File: src/rtl/extend_pkg.sv
// Shared widths and extend-mode encodings for the immediate extender and the
// main control decoder that drives its mode select.
package extend_pkg;

    localparam int unsigned IMM_W  = 16;
    localparam int unsigned WORD_W = 32;

    // Mode select values placed on the extender's signal input.
    localparam logic EXT_ZERO = 1'b0;
    localparam logic EXT_SIGN = 1'b1;

endpackage : extend_pkg

File: src/rtl/extend.sv
// Immediate extender: combinational sign/zero extension for the ALU B-mux plus
// a single registered copy (and negative flag) for pipelined datapaths.
module extend
    import extend_pkg::*;
#(
    parameter int unsigned IN_W  = IMM_W,
    parameter int unsigned OUT_W = WORD_W
) (
    output logic [OUT_W-1:0] out,
    input  logic [IN_W-1:0]  in,
    input  logic             signal,
    input  logic             clk,
    input  logic             reset,
    output logic [OUT_W-1:0] out_q,
    output logic             neg_q
);

    generate
        if (OUT_W <= IN_W) begin : g_bad_width
            $error("extend: OUT_W must be greater than IN_W");
        end
    endgenerate

    // AND rather than a mux so an unknown mode reaches only the upper bits.
    logic fill;

    always_comb begin
        fill = in[IN_W-1] & signal;
        out  = {{(OUT_W-IN_W){fill}}, in};
    end

    always_ff @(posedge clk) begin
        if (reset) begin
            out_q <= '0;
            neg_q <= 1'b0;
        end else begin
            out_q <= out;
            neg_q <= fill;
        end
    end

endmodule : extend

File: config.mk
export PLATFORM = sky130hd
export DESIGN_NAME = extend
export DESIGN_NICKNAME = d
export VERILOG_FILES = /design/src/rtl/extend_pkg.sv /design/src/rtl/extend.sv
export SDC_FILE = /design/constraint.sdc
export NUM_CORES = 1
export LEC_CHECK = 0
export ABC_AREA = 1
export CORE_MARGIN = 3
export CORE_UTILIZATION = 31
export DETAILED_ROUTE_END_ITERATION = 10
export PLACE_DENSITY = 0.82
export SLEW_MARGIN = 10
export SYNTH_ARGS = -nofsm -noshare
export SYNTH_HDL_FRONTEND = slang
export SYNTH_SLANG_ARGS = --single-unit
File: constraint.sdc
create_clock -name clk -period 3 [get_ports clk]
set_clock_uncertainty 0.2 [all_clocks]
set_input_delay 0.75 -clock clk [delete_from_list [all_inputs] [get_ports clk]]
set_output_delay 0.75 -clock clk [all_outputs]
set_load 0.01 [all_outputs]
== Word-level counts from Yosys, hierarchy flattened ==
Index checks and enable logic that the tools add are counted.

* Bitwise logic cells: 1

{| class="wikitable"
|+ Operators by type and width
! kind !! count
|-
| AND 1 bit || 1
|}

* Flip-flop bits (word level): 18
* Bits of input ports: 19
* Word-level logic and storage cells: 3

== Depth between registers and ports, before layout ==
* Depth in word-level cells: 1
* Depth in mapped cells: 3

== Worst setup path before layout ==
Ideal clock, no wire load.

* Path type: input port to output port
* Start point: in in[15]
* End point: out out[16]
* Arrival: 1.240 ns
* Required time: 2.050 ns
* Path slack: 0.810 ns
* Stages on the path: 3
* Buffers on the path: 1
* Cells stage by stage: nand2_1 inv_1 buf_4

* Longest elaborated chain between the ends: 1

{| class="wikitable"
|+ Ends and longest elaborated chain
! element !! RTL line !! RTL
|-
| from (decl) || extend.sv:10 || <nowiki>input logic [IN_W-1:0] in,</nowiki>
|-
| AND 1 bit || extend.sv:28 || <nowiki>fill = in[IN_W-1] & signal;</nowiki>
|-
| to (decl) || extend.sv:9 || <nowiki>output logic [OUT_W-1:0] out,</nowiki>
|}

No other way between the ends.

== Final worst setup path ==
* Start point: in in[15]
* End point: out out[15]

No word-level cell between the ends.

==> qor.tcl <==
set qor(start_util) 0.3373
set qor(clk_pin_slew_worst_paths_ns) 0.09
set qor(post_route_cells_drive_above_1_share) 0.04225
set qor(cp-end-kind) {output port}
set qor(final_cell_mix) {sky130_fd_sc_hd__clkdlybuf4s50_1, sky130_fd_sc_hd__inv_1, sky130_fd_sc_hd__nor2_1, sky130_fd_sc_hd__dfxtp_1, sky130_fd_sc_hd__dlygate4sd2_1}
set qor(ys_top_cells_by_area) {sky130_fd_sc_hd__buf_4, sky130_fd_sc_hd__dfxtp_1, sky130_fd_sc_hd__inv_1}
set qor(largest_register) {out_q}
set qor(average_vias_per_placed_instance) 3.762
set qor(yosysWarnings) 0
set qor(worst_ep_arrival_time_ns) 1.87
set qor(cts_tree) {done}
set qor(num_antenna_cells) 0
set qor(max-vdd-ir-drop_uv) 339.6
set qor(top_regs) {out_q (17)}
set qor(pre_cts_ws_ns) -0.02341
set qor(holdWs_ns) 0.8011
set qor(route.detailed.drc) 0
set qor(timing_worst_setup_path_type) {input pin to output port}
set qor(h-tree-depth) 1
set qor(yosysTopAreaCell) {sky130_fd_sc_hd__buf_4}
set qor(hold_path_startpoint) {in[7]}
set qor(pin_count) 84
set qor(slew_violations) 0
set qor(synth_seq_area_share) 0.3965
set qor(synth_top_area_frac) 0.4198
set qor(synth.lib_cells_used.distinct) 7
set qor(worst_hold_path_type) {input pin to register}
set qor(cell_area_after_technology_mapping_um2) 858.3
set qor(floorplan.die_area_um2) 3436
set qor(place_area_um2) 1375
set qor(worst_slack_ns) 0.1844
set qor(routed_wl_um) 1949
set qor(final_antenna_net_count) 0
set qor(static-leakage-power_uw) 0.0006737
set qor(timing.critical_path.from_type) {input pin}
set qor(final_nets) 162
set qor(clock_tree.root_cell) {sky130_fd_sc_hd__clkbuf_4}
set qor(number_of_buffers_added_by_the_clock_tree_synthesis_step) 3
set qor(numClockSinks) 17
set qor(grt_pass1_wl_um) 2822
set qor(num_vias) 647
set qor(timing.final.hold_violations) 0
set qor(globalRouteTotalUtil) 0.1118
set qor(area.sequential_um2) 340.3
set qor(average_detailed_routed_wire_length_per_instance_um) 11.33
set qor(status) {finished, final reports clean}
set qor(hold_path_depth) 3
set qor(fp.coreArea_um2) 2545
set qor(post-route-min-period_ns) 2.816
set qor(post-cts-setup-buffers) 0
set qor(timing.setup.tns_ns) 0
set qor(grt-ovfl-total) 0
set qor(first_global_vias) 615
set qor(synthToLayoutAreaGrowth_pct) 61.37
set qor(cellPowerDensity_nw_per_um2) 365.4
set qor(totalPowerFinal_uw) 506.1
set qor(maximum_number_of_pins_on_one_net_before_global_route_repair) 18
set qor(worst_rel_slew_slack) 0.6106
set qor(rsz0062_at_grt) {false}
set qor(design_area_um2) 1385
set qor(synth.ff_latch_count) 17
set qor(timing.critical_path.fanout_max) 2
set qor(cts-root-to-sink-buffers) 2
set qor(router_iterations_before_antenna_repair) 2
set qor(syn-num-nets) 121
set qor(syn_avg_cell_area_um2) 8.415
set qor(cells_after_synth) 102
set qor(cap_viol_max_count) 0
set qor(final.fill_count) 229
set qor(layout_commonest_cell) {sky130_fd_sc_hd__clkdlybuf4s50_1}
set qor(required_ns) 2.05
set qor(post_dp_hpwl_um) 1712
set qor(actual_transition_at_the_worst_max_transition_pin_ns) 0.5823
set qor(port_buffers) 83
set qor(finalSetupViolCount) 0
set qor(worst_hold_path.endpoint) {out_q[7]}
set qor(die_height_um) 58.62
set qor(finalCritPeriodShare) 0.9385
set qor(fmaxAchievable_mhz) 355.2
set qor(rows) 18
set qor(largest_register_ffs) 17
set qor(gp_congestion) 0.6561
set qor(grt_antenna_before_repair) 0
set qor(drt_iter0_markers) 8
set qor(multi_input_comb_area_um2) 67.56
set qor(die_x_extent_um) 58.62
[synthesized netlist by cell type]
cell type                  n
sky130_fd_sc_hd__buf_8     1
sky130_fd_sc_hd__buf_4    48
sky130_fd_sc_hd__dfxtp_1  17
sky130_fd_sc_hd__nor2_1   17
sky130_fd_sc_hd__nand2_1   1
sky130_fd_sc_hd__inv_1    17
sky130_fd_sc_hd__buf_6     1
[logic make-up (layout without fill, tap and decap cells)]
logic type | after synthesis | count (layout) | share of synthesized area
simple gates | 18 | 18 | 0.07871
flops | 17 | 17 | 0.3965
buf+inv | 67 | 107 | 0.5248
[repair_timing]
item / 4_1_cts / 5_1_grt
gates resized for setup: 15 / 1
hold buffers: 0 / 0
endpoints found under the setup margin: 16 / 1
[worst max path at each step]
stage / startpoint / to / slack (ns) / depth (start not counted)
floorplan: in[15] / out[16] / 0.81 / 3
global placement: in[15] / out[26] / 0.002 / 5
detailed placement: in[15] / out[23] / -0.02 / 5
CTS: in[15] / out[19] / 0.0007 / 5
global route: in[15] / out[15] / 0.16 / 3
finish: in[15] / out[15] / 0.18 / 3
[critical path: stages]
cell,delay (ns)
sky130_fd_sc_hd__clkdlybuf4s50_1,0.47
sky130_fd_sc_hd__buf_4,0.11
sky130_fd_sc_hd__clkdlybuf4s50_1,0.53
[layout make-up]
class                           instances  share of cell area
Inverter                               17             0.04607
Tap cell                               30             0.02710
Sequential cell                        17              0.2457
Multi-Input combinational cell         18             0.04878
Clock buffer                            4             0.01897
Timing Repair Buffer                   86              0.6134
[per-stage QoR]
stage | util | std cells
5_1_grt | 0.5442 | 172
3_5_place_dp | 0.5403 | 168
6_report | 0.5442 | 172
3_3_place_gp | 0.5403 | 168
4_1_cts | 0.5433 | 172
2_1_floorplan | - | 102
[layer usage]
metal	vias to the layer above	share of wire	global-route usage
li1	321	-	-
met4	0	0.012	0.03883
met1	277	0.30	0.08859
met3	5	0.11	0.05044
met5	-	0	0
met2	44	0.58	0.2313
[power breakdown]
group          internal (uW)  switching [uW]
clock network           51.6            66.5
registers                237            5.00
logic                   90.2            55.3
total                    379             127
Note: power is estimated with default switching activity, not from simulation.
